$ cat src/rtl/multicycle_control_unit_if.sv
// Control-unit bus: instruction fields and ALU flag in, datapath enables and mux selects out.
// The control unit takes the master modport and the datapath takes the slave modport.
interface multicycle_control_unit_if;
    logic [5:0] opcode;
    logic [5:0] funct;
    logic       zero;

    logic       pc_load;
    logic       mem_write;
    logic       ins_load;
    logic       reg_write;
    logic       regA_load;
    logic       regB_load;
    logic       aluout_load;
    logic       mdr_load;
    logic       epc_load;
    logic       mux_memdata;
    logic       mux_alusrcA;
    logic [1:0] mux_pcin;
    logic [1:0] mux_IorD;
    logic [1:0] mux_regdst;
    logic [1:0] mux_alusrcB;
    logic [2:0] mux_mem2reg;
    logic [2:0] alu_op;
    logic       illegal_op;

    modport master (
        input  opcode, funct, zero,
        output pc_load, mem_write, ins_load, reg_write, regA_load, regB_load,
               aluout_load, mdr_load, epc_load, mux_memdata, mux_alusrcA,
               mux_pcin, mux_IorD, mux_regdst, mux_alusrcB, mux_mem2reg,
               alu_op, illegal_op
    );

    modport slave (
        output opcode, funct, zero,
        input  pc_load, mem_write, ins_load, reg_write, regA_load, regB_load,
               aluout_load, mdr_load, epc_load, mux_memdata, mux_alusrcA,
               mux_pcin, mux_IorD, mux_regdst, mux_alusrcB, mux_mem2reg,
               alu_op, illegal_op
    );
endinterface

$ cat src/rtl/multicycle_control_unit.sv
// Multicycle MIPS control FSM with memory wait states, load/store, branch/jump and an illegal-op trap.
// Outputs are decoded from the registered state; only the BRANCH pc_load also looks at the zero flag.
module multicycle_control_unit #(
    parameter int MEM_WAIT      = 3,
    parameter bit ENABLE_EXCEPT = 1'b1
) (
    input  logic                        clk,
    input  logic                        rst,
    multicycle_control_unit_if.master   bus
);

    typedef enum logic [3:0] {
        S_INIT, S_FETCH, S_IR_LOAD, S_DECODE, S_R_EXEC, S_I_EXEC, S_ALU_WB, S_LUI_WB,
        S_MEM_ADDR, S_MEM_RD, S_MEM_WB, S_MEM_WR, S_BRANCH, S_JUMP, S_EXCEPT
    } state_t;

    localparam logic [3:0] LAST_WAIT = 4'(MEM_WAIT - 1);

    state_t     r_state;
    logic [3:0] r_wait_cnt;
    logic       w_wait_done;
    logic       w_r_legal;
    logic [2:0] w_r_alu_op;
    state_t     w_illegal_next;
    state_t     w_decode_next;

    assign w_wait_done    = (r_wait_cnt == LAST_WAIT);
    assign w_illegal_next = ENABLE_EXCEPT ? S_EXCEPT : S_FETCH;

    // NOTE: every always_comb output gets a default first so no path can infer a latch.
    always_comb begin
        w_r_legal  = 1'b1;
        w_r_alu_op = 3'd0;
        case (bus.funct)
            6'h20:   w_r_alu_op = 3'd1;
            6'h22:   w_r_alu_op = 3'd2;
            6'h24:   w_r_alu_op = 3'd3;
            6'h25:   w_r_alu_op = 3'd4;
            6'h2a:   w_r_alu_op = 3'd7;
            default: w_r_legal  = 1'b0;
        endcase

        w_decode_next = w_illegal_next;
        case (bus.opcode)
            6'h00:        w_decode_next = w_r_legal ? S_R_EXEC : w_illegal_next;
            6'h08:        w_decode_next = S_I_EXEC;
            6'h0f:        w_decode_next = S_LUI_WB;
            6'h23, 6'h2b: w_decode_next = S_MEM_ADDR;
            6'h04, 6'h05: w_decode_next = S_BRANCH;
            6'h02:        w_decode_next = S_JUMP;
            default:      w_decode_next = w_illegal_next;
        endcase
    end

    // NOTE: state and counter use non-blocking assignments so every register samples pre-edge values.
    always_ff @(posedge clk) begin
        if (!rst) begin
            r_state    <= S_INIT;
            r_wait_cnt <= '0;
        end else begin
            case (r_state)
                S_INIT:    r_state <= S_FETCH;
                S_FETCH: begin
                    if (w_wait_done) begin
                        r_wait_cnt <= '0;
                        r_state    <= S_IR_LOAD;
                    end else begin
                        r_wait_cnt <= r_wait_cnt + 4'd1;
                    end
                end
                S_IR_LOAD: r_state <= S_DECODE;
                S_DECODE:  r_state <= w_decode_next;
                S_R_EXEC,
                S_I_EXEC:  r_state <= S_ALU_WB;
                S_MEM_ADDR: r_state <= (bus.opcode == 6'h23) ? S_MEM_RD : S_MEM_WR;
                S_MEM_RD: begin
                    if (w_wait_done) begin
                        r_wait_cnt <= '0;
                        r_state    <= S_MEM_WB;
                    end else begin
                        r_wait_cnt <= r_wait_cnt + 4'd1;
                    end
                end
                S_MEM_WR: begin
                    if (w_wait_done) begin
                        r_wait_cnt <= '0;
                        r_state    <= S_FETCH;
                    end else begin
                        r_wait_cnt <= r_wait_cnt + 4'd1;
                    end
                end
                S_ALU_WB, S_LUI_WB, S_MEM_WB, S_BRANCH, S_JUMP, S_EXCEPT:
                    r_state <= S_FETCH;
                default: begin
                    r_wait_cnt <= '0;
                    r_state    <= S_FETCH;
                end
            endcase
        end
    end

    // Everything is held at zero while reset is low, including the cycle INIT is entered.
    always_comb begin
        bus.pc_load     = 1'b0;
        bus.mem_write   = 1'b0;
        bus.ins_load    = 1'b0;
        bus.reg_write   = 1'b0;
        bus.regA_load   = 1'b0;
        bus.regB_load   = 1'b0;
        bus.aluout_load = 1'b0;
        bus.mdr_load    = 1'b0;
        bus.epc_load    = 1'b0;
        bus.mux_memdata = 1'b0;
        bus.mux_alusrcA = 1'b0;
        bus.mux_pcin    = 2'd0;
        bus.mux_IorD    = 2'd0;
        bus.mux_regdst  = 2'd0;
        bus.mux_alusrcB = 2'd0;
        bus.mux_mem2reg = 3'd0;
        bus.alu_op      = 3'd0;
        bus.illegal_op  = 1'b0;
        if (rst) begin
            case (r_state)
                S_INIT: begin
                    bus.reg_write   = 1'b1;
                    bus.mux_regdst  = 2'd2;
                    bus.mux_mem2reg = 3'd6;
                end
                S_IR_LOAD: begin
                    bus.ins_load    = 1'b1;
                    bus.pc_load     = 1'b1;
                    bus.mux_alusrcB = 2'd1;
                    bus.alu_op      = 3'd1;
                end
                S_DECODE: begin
                    bus.regA_load   = 1'b1;
                    bus.regB_load   = 1'b1;
                    bus.aluout_load = 1'b1;
                    bus.mux_alusrcB = 2'd3;
                    bus.alu_op      = 3'd1;
                end
                S_R_EXEC: begin
                    bus.aluout_load = 1'b1;
                    bus.mux_alusrcA = 1'b1;
                    bus.alu_op      = w_r_alu_op;
                end
                S_I_EXEC, S_MEM_ADDR: begin
                    bus.aluout_load = 1'b1;
                    bus.mux_alusrcA = 1'b1;
                    bus.mux_alusrcB = 2'd2;
                    bus.alu_op      = 3'd1;
                end
                S_ALU_WB: begin
                    bus.reg_write   = 1'b1;
                    bus.mux_mem2reg = 3'd1;
                    bus.mux_regdst  = (bus.opcode == 6'h00) ? 2'd1 : 2'd0;
                end
                S_LUI_WB: begin
                    bus.reg_write   = 1'b1;
                    bus.mux_mem2reg = 3'd2;
                end
                S_MEM_RD: begin
                    bus.mux_IorD    = 2'd1;
                    bus.mdr_load    = w_wait_done;
                end
                S_MEM_WB:  bus.reg_write = 1'b1;
                S_MEM_WR: begin
                    bus.mux_IorD    = 2'd1;
                    bus.mem_write   = 1'b1;
                end
                S_BRANCH: begin
                    bus.mux_alusrcA = 1'b1;
                    bus.alu_op      = 3'd2;
                    bus.mux_pcin    = 2'd1;
                    bus.pc_load     = ((bus.opcode == 6'h04) &&  bus.zero) ||
                                      ((bus.opcode == 6'h05) && !bus.zero);
                end
                S_JUMP: begin
                    bus.pc_load     = 1'b1;
                    bus.mux_pcin    = 2'd2;
                end
                S_EXCEPT: begin
                    bus.epc_load    = 1'b1;
                    bus.pc_load     = 1'b1;
                    bus.mux_pcin    = 2'd3;
                    bus.illegal_op  = 1'b1;
                end
                default: ;
            endcase
        end
    end

endmodule

$ cat src/flat_wrapper.sv
// flat-port wrapper written by rule: the top's interface ports become plain ports
module multicycle_control_unit_flat 
#(
    parameter int MEM_WAIT      = 3,
    parameter bit ENABLE_EXCEPT = 1'b1
)
  (clk, rst, bus_opcode, bus_funct, bus_zero, bus_pc_load, bus_mem_write, bus_ins_load, bus_reg_write, bus_regA_load, bus_regB_load, bus_aluout_load, bus_mdr_load, bus_epc_load, bus_mux_memdata, bus_mux_alusrcA, bus_mux_pcin, bus_mux_IorD, bus_mux_regdst, bus_mux_alusrcB, bus_mux_mem2reg, bus_alu_op, bus_illegal_op);
  multicycle_control_unit_if bus_i ();
  input  logic clk;
  input  logic rst;
  input wire logic [$bits(bus_i.opcode)-1:0] bus_opcode;
  input wire logic [$bits(bus_i.funct)-1:0] bus_funct;
  input wire logic [$bits(bus_i.zero)-1:0] bus_zero;
  output wire logic [$bits(bus_i.pc_load)-1:0] bus_pc_load;
  output wire logic [$bits(bus_i.mem_write)-1:0] bus_mem_write;
  output wire logic [$bits(bus_i.ins_load)-1:0] bus_ins_load;
  output wire logic [$bits(bus_i.reg_write)-1:0] bus_reg_write;
  output wire logic [$bits(bus_i.regA_load)-1:0] bus_regA_load;
  output wire logic [$bits(bus_i.regB_load)-1:0] bus_regB_load;
  output wire logic [$bits(bus_i.aluout_load)-1:0] bus_aluout_load;
  output wire logic [$bits(bus_i.mdr_load)-1:0] bus_mdr_load;
  output wire logic [$bits(bus_i.epc_load)-1:0] bus_epc_load;
  output wire logic [$bits(bus_i.mux_memdata)-1:0] bus_mux_memdata;
  output wire logic [$bits(bus_i.mux_alusrcA)-1:0] bus_mux_alusrcA;
  output wire logic [$bits(bus_i.mux_pcin)-1:0] bus_mux_pcin;
  output wire logic [$bits(bus_i.mux_IorD)-1:0] bus_mux_IorD;
  output wire logic [$bits(bus_i.mux_regdst)-1:0] bus_mux_regdst;
  output wire logic [$bits(bus_i.mux_alusrcB)-1:0] bus_mux_alusrcB;
  output wire logic [$bits(bus_i.mux_mem2reg)-1:0] bus_mux_mem2reg;
  output wire logic [$bits(bus_i.alu_op)-1:0] bus_alu_op;
  output wire logic [$bits(bus_i.illegal_op)-1:0] bus_illegal_op;
  assign bus_i.opcode = bus_opcode;
  assign bus_i.funct = bus_funct;
  assign bus_i.zero = bus_zero;
  assign bus_pc_load = bus_i.pc_load;
  assign bus_mem_write = bus_i.mem_write;
  assign bus_ins_load = bus_i.ins_load;
  assign bus_reg_write = bus_i.reg_write;
  assign bus_regA_load = bus_i.regA_load;
  assign bus_regB_load = bus_i.regB_load;
  assign bus_aluout_load = bus_i.aluout_load;
  assign bus_mdr_load = bus_i.mdr_load;
  assign bus_epc_load = bus_i.epc_load;
  assign bus_mux_memdata = bus_i.mux_memdata;
  assign bus_mux_alusrcA = bus_i.mux_alusrcA;
  assign bus_mux_pcin = bus_i.mux_pcin;
  assign bus_mux_IorD = bus_i.mux_IorD;
  assign bus_mux_regdst = bus_i.mux_regdst;
  assign bus_mux_alusrcB = bus_i.mux_alusrcB;
  assign bus_mux_mem2reg = bus_i.mux_mem2reg;
  assign bus_alu_op = bus_i.alu_op;
  assign bus_illegal_op = bus_i.illegal_op;
  multicycle_control_unit #(.MEM_WAIT(MEM_WAIT), .ENABLE_EXCEPT(ENABLE_EXCEPT)) u_core (.clk(clk), .rst(rst), .bus(bus_i));
endmodule
$ cat config.mk
export PLATFORM = sky130hd
export DESIGN_NAME = multicycle_control_unit_flat
export DESIGN_NICKNAME = d
export VERILOG_FILES = /design/src/rtl/multicycle_control_unit_if.sv /design/src/rtl/multicycle_control_unit.sv /design/src/flat_wrapper.sv
export SDC_FILE = /design/constraint.sdc
export NUM_CORES = 1
export LEC_CHECK = 0
export CAP_MARGIN = 20
export CORE_MARGIN = 2
export CORE_UTILIZATION = 45
export DETAILED_ROUTE_END_ITERATION = 10
export GPL_TIMING_DRIVEN = 0
export PLACE_DENSITY = 0.91
export SLEW_MARGIN = 20
export SYNTH_ARGS = -nofsm -noshare
export SYNTH_HDL_FRONTEND = slang
export SYNTH_SLANG_ARGS = --single-unit
export TNS_END_PERCENT = 1
$ cat constraint.sdc
create_clock -name clk -period 1.9 [get_ports clk]
set_input_delay 0.38 -clock clk [delete_from_list [all_inputs] [get_ports clk]]
set_output_delay 0.38 -clock clk [all_outputs]
set_load 0.1 [all_outputs]
== After elaboration in Yosys (flattened, before gate mapping) ==
Index checks and enable logic that the tools add are counted.
Storage, ports and cells
  register bits after elaboration: 8
  input port bits: 15
  output and inout port bits: 26
Cells by class
  $add $sub $neg: 1
  eq/ne operators: 30
  mux-type cells: 42
  reductions and logical operators: 20
Operators with widths (number)
  == test 6 bit (second input constant): 7
  == test 4 bit (second input constant): 7
  case mux 4 bit (7 select lines): 1
  case mux 4 bit (6 select lines): 1
  2-to-1 mux 1 bit: 20
  2-to-1 mux 4 bit: 5
  case mux 3 bit (3 select lines): 2
  == test 4 x 3 -> 1 bit (second input constant): 4
  OR reduction 4 bit: 4
  case mux 3 bit (5 select lines): 1
  == test 4 x 2 -> 1 bit (second input constant): 3
  == test 6 x 3 -> 1 bit (second input constant): 2
  == test 6 x 4 -> 1 bit (second input constant): 2
  case mux 2 bit (3 select lines): 2
  OR reduction 12 bit: 1
  2-to-1 mux 2 bit: 5
  OR reduction 2 bit: 5
  case mux 4 bit (2 select lines): 1
  == test 6 x 2 -> 1 bit (second input constant): 1
  logical NOT 6 bit: 1
  2-to-1 mux 3 bit: 2
  inequality test 2 x 1 -> 1 bit (second input constant): 3
  OR reduction 3 bit: 2
  OR reduction 5 bit: 1
  other kinds (9): 10

== Depth between registers and ports, before layout ==
Gate-level depths: netlist of run 1.
  word-level depth: 6
  mapped depth: 6
  gate-level depth less buffers: 4

== Least setup slack after synthesis of run 1 ==
Ideal clock, no wire load.
  path type: reg-to-output
  from: reg u_core.r_state[1]
  to: out bus_mux_alusrcA
  arrival: 3.820 ns
  setup slack: -2.300 ns
  cell stages (with the launch flop): 4
  path buffers: 2
  path through: dfxtp_1 -> buf_6 -> buf_2 -> nor4b_1
On the way
  longest elaborated chain between the ends: 4
  elaborated cells between the ends (all ways): 7
Ends and longest elaborated chain
  from (decl): RTL line multicycle_control_unit.sv:19  | state_t r_state;
  from (signal assigned): RTL line multicycle_control_unit.sv:72  | S_DECODE: r_state <= w_decode_next;
  from (signal assigned): RTL line multicycle_control_unit.sv:75  | S_MEM_ADDR: r_state <= (bus.opcode == 6'h23) ? S_MEM_RD : S_MEM_WR;
  == test 4 x 3 -> 1 bit / == test 4 bit (equally long branches): RTL line multicycle_control_unit.sv:123  | case (r_state)
  OR reduction 4 bit (no source line) (*)
  2-to-1 mux 1 bit (*): RTL line multicycle_control_unit.sv:123
  2-to-1 mux 1 bit (*): RTL line multicycle_control_unit.sv:122  | if (rst) begin
  to (decl): RTL line flat_wrapper.sv:24  | output wire logic [$bits(bus_i.mux_alusrcA)-1:0] bus_mux_alusrcA;
Mark *: on every way between the ends. The rest lies on a longest branch, timed or not.

== Final worst setup path of run 1 ==
  from: reg u_core.r_state[3]
  to: out bus_alu_op[0]
On the way
  longest elaborated chain between the ends: 4
  elaborated cells between the ends (all ways): 9
Ends and longest elaborated chain
  == test 4 x 2 -> 1 bit, or another cell as far along: RTL line multicycle_control_unit.sv:123
  OR reduction 4 bit (no source line)
  case mux 3 bit (3 select lines) (*): RTL line multicycle_control_unit.sv:123
  2-to-1 mux 3 bit (*): RTL line multicycle_control_unit.sv:122
  to (decl): RTL line flat_wrapper.sv:30  | output wire logic [$bits(bus_i.alu_op)-1:0] bus_alu_op;
Marked as above.

==> flow_summary_export.csv, run 1 <==
group,metric,value,unit
run_status,outcome,"complete, but fails checks",
run_status,violations,"negative setup slack",
cts,cts_tree,"yes",
drt,num_vias,1495,
cts,cts_root_buffer,"clkbuf_4",
cells_and_area,nFillCells,130,
critical_path,crit_chain,"and2b_2 > nor3b_4 > and4bb_2 > o31a_4 > buf_12",
power,power,1.52,mW
cts,clkLatencyLatePin,0.26,ns
global_routing,grt_start_max_net_pins,11,
logic_synthesis,synth_flop_cell,"dfxtp_1",
floorplan,core.rowCount,18,
sta,finalSetupTns,-1.31,ns
critical_path,rr_startpoint,"u_core.r_wait_cnt[0]$_SDFFE_PN0N_",
cts,numCtsBuffers,3,
sta,setup_viol,13,
cts,ctsHtreeMaxLevel,1,
floorplan,fp.dieW,53.8,um
logic_synthesis,syn-cell-area,0.00112,mm^2
logic_synthesis,yosys-top-cells-area,"dfxtp_1 (14%), nor2_1 (6.1%), a21oi_1 (4.5%)",
floorplan,start_util,0.463,
global_routing,antenna_found_initial,0,
power,leakagePower,0.776,nW
logic_synthesis,yosys_warnings,0,
min_path,hold_end,"u_core.r_state[0]$_SDFFE_PN0P_",
global_routing,first_global_vias,1411,
floorplan,core_area,0.00241,mm^2
cts,clockBufferDepth,2,
cells_and_area,stdcell_area,0.00201,mm^2
sta,fin_crit,2.18,ns
logic_synthesis,yosysSeqAreaShare,0.143,
cts,cts.sinks,8,
critical_path,path_buf_inv,1,
placement,hpwl,2.80,mm
drt,wl,4.54,mm
logic_synthesis,synth_top_cell_by_area,"dfxtp_1",
sta,hold_violations,0,
cells_and_area,num-nets-final,215,
drt,ant_nets,0,
critical_path,crit_type,"flop to output port",
logic_synthesis,synth-edff-count,0,
critical_path,critPathMaxStageDelay,0.38,ns
critical_path,cp_data_arrival_time,1.80,ns
sta,fmax,458,MHz
global_routing,overflow,0,
logic_synthesis,ys_ff_latch,8,
drt,vias_per_cell,6.56,
critical_path,worstReg2RegEnd,"u_core.r_state[1]$_SDFFE_PN0P_",
critical_path,crit_family,"simple AND/OR/NAND/NOR gates",
sta,worstMarginPinSlew,0.738,ns
floorplan,die_height,53.8,um
drt,wl_per_cell,19.9,um
floorplan,io_pins,41,
critical_path,required,1.52,ns
logic_synthesis,syn_inst,153,
drt,first_pass_iters,6,
logic_synthesis,avgSynthCellArea,7.29,um^2
drt,drtIter0Drc,92,
cells_and_area,area_growth,79.9,%
logic_synthesis,synth_top_area_frac,0.143,
placement,dpl_cell_area,0.00169,mm^2
global_routing,track_usage,0.293,
sta,setup_ws,-0.281,ns
cells_and_area,drive_gt1_frac,0.480,
critical_path,worst_setup_path_end_kind,"output port",
logic_synthesis,synthArstFlopShare,0,
critical_path,cp_max_fo,6,
run,drv_cap,0,
logic_synthesis,yosysUniqueCellTypes,50,
placement,place.gp.congestion,0.917,
sta,slew_headroom,0.501,
sta,rsz0062_at_grt,"true",
sta,final-max-slew-violation-count,0,
drt,drc,0,
sta,finalCritPeriodShare,1.15,
cts,cts.clk_slew.worst_paths,0.05,ns
cells_and_area,diodes,0,
power,p_per_area,754,mW/mm^2
power,ir_worst_vdd,0.000663,V
min_path,hold_depth,4,
min_path,min_path_type,"input pin to flop",
critical_path,r2r_cells,4,
placement,io_buffers,36,
critical_path,r2r_slack,0.26,ns
sta,clock_skew,0.00874,ns
floorplan,die-area,0.00289,mm^2
critical_path,critical_path.startpoint_type,"flop",
global_routing,grt_pass1_wl,6.13,mm
critical_path,cp_slowest_cell,"dfxtp_4",
min_path,hp-start,"bus_opcode[0]",
[cells by family after synthesis]
logic type             synth area share
flip-flops                        0.143
XOR/XNOR                         0.0392
other                           0.00336
buffers and inverters             0.129
multiplexers                     0.0291
AND/OR/NAND/NOR                   0.432
AO/OA/AOI/OAI                     0.224
[final cells by class]
type / count / area [um^2] / share of cell area
sequential: 8 / 175 / 0.0872
buffer: 14 / 168 / 0.0835
clock buffer: 3 / 22.5 / 0.0112
timing repair buffer: 42 / 538 / 0.268
tap: 30 / 37.5 / 0.0187
multi-input combinational: 127 / 1050 / 0.522
inverter: 4 / 18.8 / 0.00935
[registers in the layout, indices dropped and copies added (netlist names)]
register,count
u_core.r_state,4
u_core.r_wait_cnt,4
[worst max path at each step]
stage / from / depth (start not counted) / to
floorplan: u_core.r_state[2]$_SDFFE_PN0P_ / 5 / bus_illegal_op
global placement: bus_opcode[2] / 6 / bus_pc_load
detailed placement: bus_opcode[2] / 6 / bus_pc_load
CTS: u_core.r_state[3]$_SDFFE_PN0P_ / 5 / bus_alu_op[0]
global route: u_core.r_state[3]$_SDFFE_PN0P_ / 5 / bus_alu_op[0]
finish: u_core.r_state[3]$_SDFFE_PN0P_ / 5 / bus_alu_op[0]
[cells in the mapped netlist (all sizes together) (2+ instances only)]
master / n
a211oi: 3
a21oi: 10
a31oi: 3
and2: 3
and3: 2
and4bb: 2
buf: 11
clkbuf: 4
dfxtp: 8
inv: 4
mux2: 2
nand2: 8
nand2b: 7
nand3: 7
nand4: 2
nor2: 19
nor2b: 3
nor3: 7
nor3b: 3
nor4: 3
nor4b: 4
o2111ai: 2
o21a: 3
o21ai: 8
o31ai: 2
or3: 2
or3b: 2
xnor2: 4
[per-stage QoR]
stage | hold slack [ns] | util | worst slack (ns) | instances
3_3_place_gp | 0.500 | 0.702 | -1.41 | 220
6_report | 0.552 | 0.833 | -0.281 | 228
5_1_grt | 0.565 | 0.833 | -0.302 | 228
3_5_place_dp | 0.516 | 0.702 | -1.47 | 220
2_1_floorplan | 0.481 | - | -0.277 | 154
4_1_cts | 0.514 | 0.802 | -0.244 | 228
[power breakdown]
| part | total (mW) | switching, mW | internal (mW) |
|---|---|---|---|
| Sequential | 0.249 | 0.0504 | 0.199 |
| Clock | 0.133 | 0.0607 | 0.0725 |
| Combinational | 1.13 | 0.726 | 0.407 |
[per-layer routing]
| layer | GRT usage | part of all wire | vias up |
|---|---|---|---|
| li1 | - | - | 648 |
| met1 | 0.315 | 0.35 | 706 |
| met2 | 0.549 | 0.53 | 121 |
| met3 | 0.0583 | 0.084 | 20 |
| met4 | 0.124 | 0.033 | 0 |
| met5 | 0 | 0 | - |
[repair_timing]
item,4_1_cts,5_1_grt
buffers inserted,6,0
hold buffers,0,0
endpoints found under the setup margin,24,22
pin swaps,9,2
gates resized for setup,216,19
[cells in the final DEF (no fill, tap or decap), types with 3 or more instances in the layout]
cell | Yosys | layout
a31oi_1 | 3 | 3
nand2_1 | 8 | 5
o21ai_0 | 8 | 7
clkbuf_4 | 0 | 4
nor2b_1 | 3 | 3
nor3_4 | 0 | 4
inv_1 | 4 | 3
buf_4 | 6 | 15
a21oi_1 | 10 | 8
nand2_2 | 0 | 3
buf_6 | 2 | 8
dfxtp_4 | 0 | 4
dfxtp_1 | 8 | 4
nand3_1 | 7 | 7
nor2_2 | 1 | 5
dlygate4sd2_1 | 0 | 8
xnor2_1 | 4 | 4
buf_12 | 0 | 15
nor2_4 | 0 | 3
nor2_1 | 18 | 11
nand2b_1 | 7 | 4
nor3_1 | 7 | 3
nand2b_4 | 0 | 3
[tightest hold or removal path, cell delays in order]
cell and delay, ns:
buf_4 0.14, o31ai_1 0.09, nand2_1 0.09, a21oi_1 0.06
No activity file was read; power rests on OpenSTA's default activity.
==> run 2: changes to the inputs <==
--- a/config.mk
+++ b/config.mk
@@ -7,11 +7,12 @@
 export LEC_CHECK = 0
 export CAP_MARGIN = 20
 export CORE_MARGIN = 2
-export CORE_UTILIZATION = 45
+export CORE_UTILIZATION = 46
+export CTS_BUF_LIST = sky130_fd_sc_hd__clkbuf_8
 export DETAILED_ROUTE_END_ITERATION = 10
 export GPL_TIMING_DRIVEN = 0
-export PLACE_DENSITY = 0.91
-export SLEW_MARGIN = 20
+export PLACE_DENSITY = 0.92
+export SLEW_MARGIN = 30
 export SYNTH_ARGS = -nofsm -noshare
 export SYNTH_HDL_FRONTEND = slang
 export SYNTH_SLANG_ARGS = --single-unit
==> run 2 against run 1 <==
Compared with the run above:
- the run still ends with negative setup slack left
- routed wire length grew 4.5%
- final cell count up 0.44%
- worst hold slack worse by 0.027 ns
- critical endpoint is now bus_pc_load
- first-iteration DRC count fell by 5.4%
- highest routed layer unchanged
==> flow_summary_export.csv, run 2 (synthesis gave the netlist of run 1 again) <==
group,metric,value,unit
run,drv_cap,0,
critical_path,cp_data_arrival_time,1.88,ns
drt,drc,0,
sta,finalSetupTns,-1.46,ns
cts,ctsHtreeMaxLevel,1,
floorplan,core.rowCount,17,
cts,cts.sinks,8,
sta,finalCritPeriodShare,1.19,
cells_and_area,seq_area,170,um^2
cells_and_area,final_common_cell,"buf_4",
critical_path,crit_type,"input pin to output port",
sta,fmax,443,MHz
floorplan,start_util,0.495,
placement,dpl_cell_area,0.00169,mm^2
sta,worstMarginPinSlew,0.516,ns
drt,num_vias,1529,
sta,setup_ws,-0.358,ns
critical_path,path_buf_inv,2,
floorplan,fp.dieW,53.3,um
global_routing,antenna_found_initial,0,
global_routing,globalRouteMet3Util,0.0678,
power,leakagePower,0.779,nW
cells_and_area,final_core_util,0.880,
power,p_per_area,800,mW/mm^2
drt,ant_nets,0,
sta,setup_viol,13,
cts,postCtsHoldBufs,0,
global_routing,grt_busiest_layer,"met2",
cells_and_area,diodes,0,
global_routing,met2_usage,0.543,
cts,numCtsBuffers,3,
critical_path,crit_chain,"dlygate4sd2_1 > nor4b_4 > a31oi_1 > nor3_1 > o21a_2 > buf_12",
critical_path,crit_family,"simple AND/OR/NAND/NOR gates",
floorplan,core_area,0.00225,mm^2
global_routing,grtUsageMet1,0.370,
sta,clock_skew,0.00607,ns
global_routing,first_global_vias,1361,
placement,io_buffers,36,
cells_and_area,num-nets-final,218,
cts,clockBufferDepth,2,
cells_and_area,mostFrequentLayoutCells,"buf_4 (20), buf_12 (12), nor2_1 (11)",
drt,wl_per_cell,20.7,um
cts,cts_root_buffer,"clkbuf_8",
critical_path,cp_slowest_cell,"dlygate4sd2_1",
power,ir_worst_vdd,0.000779,V
cts,cts_tree,"yes",
drt,first_pass_iters,5,
critical_path,rr_startpoint,"u_core.r_state[2]$_SDFFE_PN0P_",
global_routing,overflow,0,
cells_and_area,stdcell_area,0.00198,mm^2
critical_path,worst_setup_path_end_kind,"output port",
critical_path,critical_path.startpoint_type,"input pin",
run_status,violations,"negative setup slack",
critical_path,r2r_cells,5,
cells_and_area,nFillCells,108,
floorplan,io_pins,41,
critical_path,r2r_slack,0.30,ns
cts,clkLatencyLatePin,0.23,ns
drt,wl,4.74,mm
sta,final-max-slew-violation-count,0,
critical_path,required,1.52,ns
cells_and_area,area_growth,77.8,%
cells_and_area,reg.largest.list,"u_core.r_state: 4 flops, u_core.r_wait_cnt: 4 flops",
drt,drtIter0Drc,87,
cts,cts.clk_slew.worst_paths,0.04,ns
critical_path,cp_max_fo,6,
placement,place.gp.congestion,0.864,
placement,place_ws,-1.50,ns
sta,fin_crit,2.26,ns
placement,hpwl,2.78,mm
cells_and_area,drive_gt1_frac,0.493,
critical_path,worstReg2RegEnd,"u_core.r_wait_cnt[3]$_SDFFE_PN0N_",
critical_path,cp-startpoint,"bus_opcode[5]",
critical_path,worst-path-stages,6,
min_path,min_path_type,"flop to flop",
run_status,outcome,"complete, but fails checks",
cells_and_area,multi_input_area,0.00104,mm^2
drt,vias_per_cell,6.68,
sta,hold_violations,0,
global_routing,track_usage,0.314,
global_routing,grt_start_max_net_pins,11,
critical_path,cp-endpoint,"bus_pc_load",
floorplan,die_height,53.3,um
floorplan,die-area,0.00284,mm^2
sta,slew_headroom,0.651,
critical_path,critPathMaxStageDelay,0.33,ns
sta,rsz0062_at_grt,"true",
global_routing,grt_pass1_wl,6.44,mm
[run 2: worst min-delay path by stage]
stage,start,endpoint,slack [ns],cells after the start
after floorplan,u_core.r_wait_cnt[1]$_SDFFE_PN0N_,u_core.r_wait_cnt[1]$_SDFFE_PN0N_,0.48,2
after global placement,u_core.r_wait_cnt[1]$_SDFFE_PN0N_,u_core.r_wait_cnt[1]$_SDFFE_PN0N_,0.50,2
after detailed placement,u_core.r_wait_cnt[1]$_SDFFE_PN0N_,u_core.r_wait_cnt[1]$_SDFFE_PN0N_,0.52,2
after CTS,u_core.r_wait_cnt[1]$_SDFFE_PN0N_,u_core.r_wait_cnt[1]$_SDFFE_PN0N_,0.52,2
after global routing,u_core.r_wait_cnt[1]$_SDFFE_PN0N_,u_core.r_wait_cnt[1]$_SDFFE_PN0N_,0.54,2
final,u_core.r_wait_cnt[1]$_SDFFE_PN0N_,u_core.r_wait_cnt[1]$_SDFFE_PN0N_,0.53,2
[run 2: what timing repair did]
action / in CTS / in global routing
setup buffers: 6 / 3
setup endpoints to repair: 24 / 21
gates resized for setup: 206 / 17
pin swaps: 10 / 4
[run 2: worst register-to-register path: cells and delay by family, from the launching register on]
family,cells,cell delay (ns)
flops,1,0.37
compound gates,2,0.42
buf+inv,1,0.14
simple gates,2,0.60
[run 2: per-stage QoR]
stage	cells	hold WS [ns]	total power [mW]
after floorplan	154	0.481	0.992
after global placement	218	0.500	1.18
after detailed placement	218	0.517	1.20
after CTS	226	0.520	1.50
after global routing	229	0.535	1.64
final	229	0.525	1.59
[run 2: power breakdown]
| part | leakage (nW) | internal, mW | switching [mW] |
|---|---|---|---|
| Combinational | 0.690 | 0.399 | 0.732 |
| Sequential | 0.0673 | 0.197 | 0.0490 |
| Clock | 0.0216 | 0.138 | 0.0731 |
[run 2: cell type report]
type | instances | area share
Clock buffer | 3 | 0.0208
Sequential cell | 8 | 0.0858
Multi-Input combinational cell | 127 | 0.523
Inverter | 4 | 0.0113
Tap cell | 28 | 0.0177
Timing Repair Buffer | 45 | 0.263
Buffer | 14 | 0.0782
[run 2: layer usage]
metal / vias to the layer above / routed length (um)
met2: 142 / 2370
met3: 24 / 474
met1: 709 / 1720
met4: 0 / 174
li1: 654 / -
met5: - / 0
==> run 3: changes to the inputs <==
==> constraint.sdc (replaced) <==
create_clock -name clk -period 2.3 [get_ports clk]
set_input_delay 0.46 -clock clk [delete_from_list [all_inputs] [get_ports clk]]
set_output_delay 0.46 -clock clk [all_outputs]
set_load 0.1 [all_outputs]
==> run 3 against run 2 <==
Compared with the run above:
- the flow still finishes with violations (negative setup slack)
- final area decreased by 18%
- sequential share of layout area increased by 1.3 points
- critical path depth unchanged
- combinational power decreased by 33%
- utilization decreased by 16 points
- non-clock buffer count decreased by 7
- clock skew decreased by 0.0017 ns
- sequential cell count unchanged
- first-iteration DRC count decreased by 46%
- clock power decreased by 20%
- critical path type unchanged
- largest power group unchanged
==> flow_summary_export.csv, run 3 (synthesis gave the netlist of run 1 again) <==
group,metric,value,unit
cells_and_area,seq_area,161,um^2
sta,final-max-slew-violation-count,0,
sta,setup_ws,-0.0414,ns
power,power,1.12,mW
sta,slew_headroom,0.576,
drt,first_pass_iters,4,
critical_path,worst_setup_path_end_kind,"output port",
placement,place_ws,-1.26,ns
run,drv_cap,0,
drt,wl,3.63,mm
floorplan,core_area,0.00225,mm^2
placement,dp.cells,218,
cells_and_area,final_core_util,0.721,
sta,clock_skew,0.00434,ns
placement,io_buffers,36,
cts,cts_root_buffer,"clkbuf_8",
drt,wl_per_cell,16.3,um
critical_path,cp_data_arrival_time,1.88,ns
global_routing,first_global_vias,1193,
power,ir_worst_vdd,0.000464,V
drt,vias_per_cell,6.06,
run_status,outcome,"complete, but fails checks",
sta,setup_viol,2,
power,p_per_area,688,mW/mm^2
cells_and_area,drive_gt1_frac,0.356,
drt,drc,0,
cells_and_area,num-nets-final,211,
cells_and_area,area_growth,45.7,%
floorplan,die_height,53.3,um
critical_path,required,1.84,ns
placement,place.gp.congestion,0.919,
sta,fin_crit,2.34,ns
sta,worstMarginPinSlew,0.628,ns
floorplan,fp.dieW,53.3,um
global_routing,grt_start_max_net_pins,11,
drt,ant_nets,0,
critical_path,cp_slowest_cell,"dlygate4sd2_1",
drt,drtIter0Drc,47,
global_routing,track_usage,0.267,
global_routing,grt_pass1_wl,5.58,mm
cells_and_area,final_cells,222,
cells_and_area,reg.largest.list,"u_core.r_state: 4 flops, u_core.r_wait_cnt: 4 flops",
power,leakagePower,0.677,nW
cts,clockBufferDepth,2,
sta,rsz0062_at_grt,"true",
min_path,min_path_type,"flop to flop",
cells_and_area,nFillCells,186,
critical_path,crit_type,"input pin to output port",
sta,fin_hold_ws,0.533,ns
sta,finalCritPeriodShare,1.02,
global_routing,overflow,0,
floorplan,die-area,0.00284,mm^2
cells_and_area,diodes,0,
cts,clkLatencyLatePin,0.23,ns
cells_and_area,mostFrequentLayoutCells,"nor2_1 (17), buf_4 (17), a21oi_1 (10)",
cts,cts.sinks,8,
sta,hold_violations,0,
cts,numCtsBuffers,3,
critical_path,crit_chain,"dlygate4sd2_1 > nor4b_2 > a31oi_1 > nor3_1 > o21a_1 > buf_12",
cells_and_area,multi_input_area,890,um^2
floorplan,start_util,0.495,
cts,ctsHtreeMaxLevel,1,
run_status,violations,"negative setup slack",
placement,hpwl,2.68,mm
floorplan,core.rowCount,17,
global_routing,antenna_found_initial,0,
critical_path,cp_max_fo,6,
sta,fmax,427,MHz
critical_path,critical_path.startpoint_type,"input pin",
drt,num_vias,1346,
cts,cts.clk_slew.worst_paths,0.04,ns
cts,cts_tree,"yes",
critical_path,critPathMaxStageDelay,0.33,ns
floorplan,io_pins,41,
cts,postCtsHoldBufs,0,
run 3: cell count changes in the layout (fill, tap and decap cells not counted), sizes merged:
| cell | delta |
|---|---|
| clkdlybuf4s15 | +1 |
| inv | +2 |
| buf | -10 |
| dlygate4sd2 | -4 |
| dlymetal6s2s | +3 |
| clkdlybuf4s50 | +2 |
| clkbuf | +1 |
| clkinvlp | -2 |
run 3: what timing repair did:
action | CTS | global route
setup endpoints to repair | 24 | 8
resized for setup | 154 | 12
buffers inserted | 0 | 1
pin swaps | 1 | 4
run 3: power by group:
part,switching (mW),total [mW],internal (mW)
Clock,0.0547,0.168,0.113
Combinational,0.522,0.758,0.236
Sequential,0.0328,0.193,0.160
run 3: cell type report:
type / count / area share
buffer: 15 / 0.0792
clock buffer: 3 / 0.0254
inverter: 4 / 0.00923
multi-input combinational: 127 / 0.547
sequential: 8 / 0.0992
tap: 28 / 0.0215
timing repair buffer: 37 / 0.218
run 3: metrics by stage:
stage / setup TNS (ns) / area (um^2)
after global placement: -18.85 / 1560
after detailed placement: -19.31 / 1560
after global routing: -0.226 / 1630
after CTS: -0.168 / 1590
final: -0.0425 / 1630
after floorplan: -6.39 / 1160
run 3: metal layers:
| layer | vias to the layer above | routed length [um] | GRT usage |
|---|---|---|---|
| met3 | 4 | 292 | 0.0508 |
| met4 | 0 | 23 | 0.0385 |
| li1 | 643 | - | - |
| met1 | 629 | 1470 | 0.320 |
| met2 | 70 | 1840 | 0.494 |
| met5 | - | 0 | 0 |
run 3: worst paths after layout:
kind,from,end,slack [ns],cells after the start
worst max-delay path,bus_opcode[3],bus_pc_load,-0.04,6
worst min-delay path,u_core.r_wait_cnt[1]$_SDFFE_PN0N_,u_core.r_wait_cnt[1]$_SDFFE_PN0N_,0.53,2
worst max register to register,u_core.r_state[2]$_SDFFE_PN0P_,u_core.r_state[1]$_SDFFE_PN0P_,0.74,5
worst min register to register,u_core.r_wait_cnt[1]$_SDFFE_PN0N_,u_core.r_wait_cnt[1]$_SDFFE_PN0N_,0.53,2
run 3: worst max-delay path, delay by kind of cell:
family,cells,cell delay (ns)
and+or+nand+nor,2,0.55
AOI/OAI and AO/OA,2,0.35
buffers and inverters,2,0.51
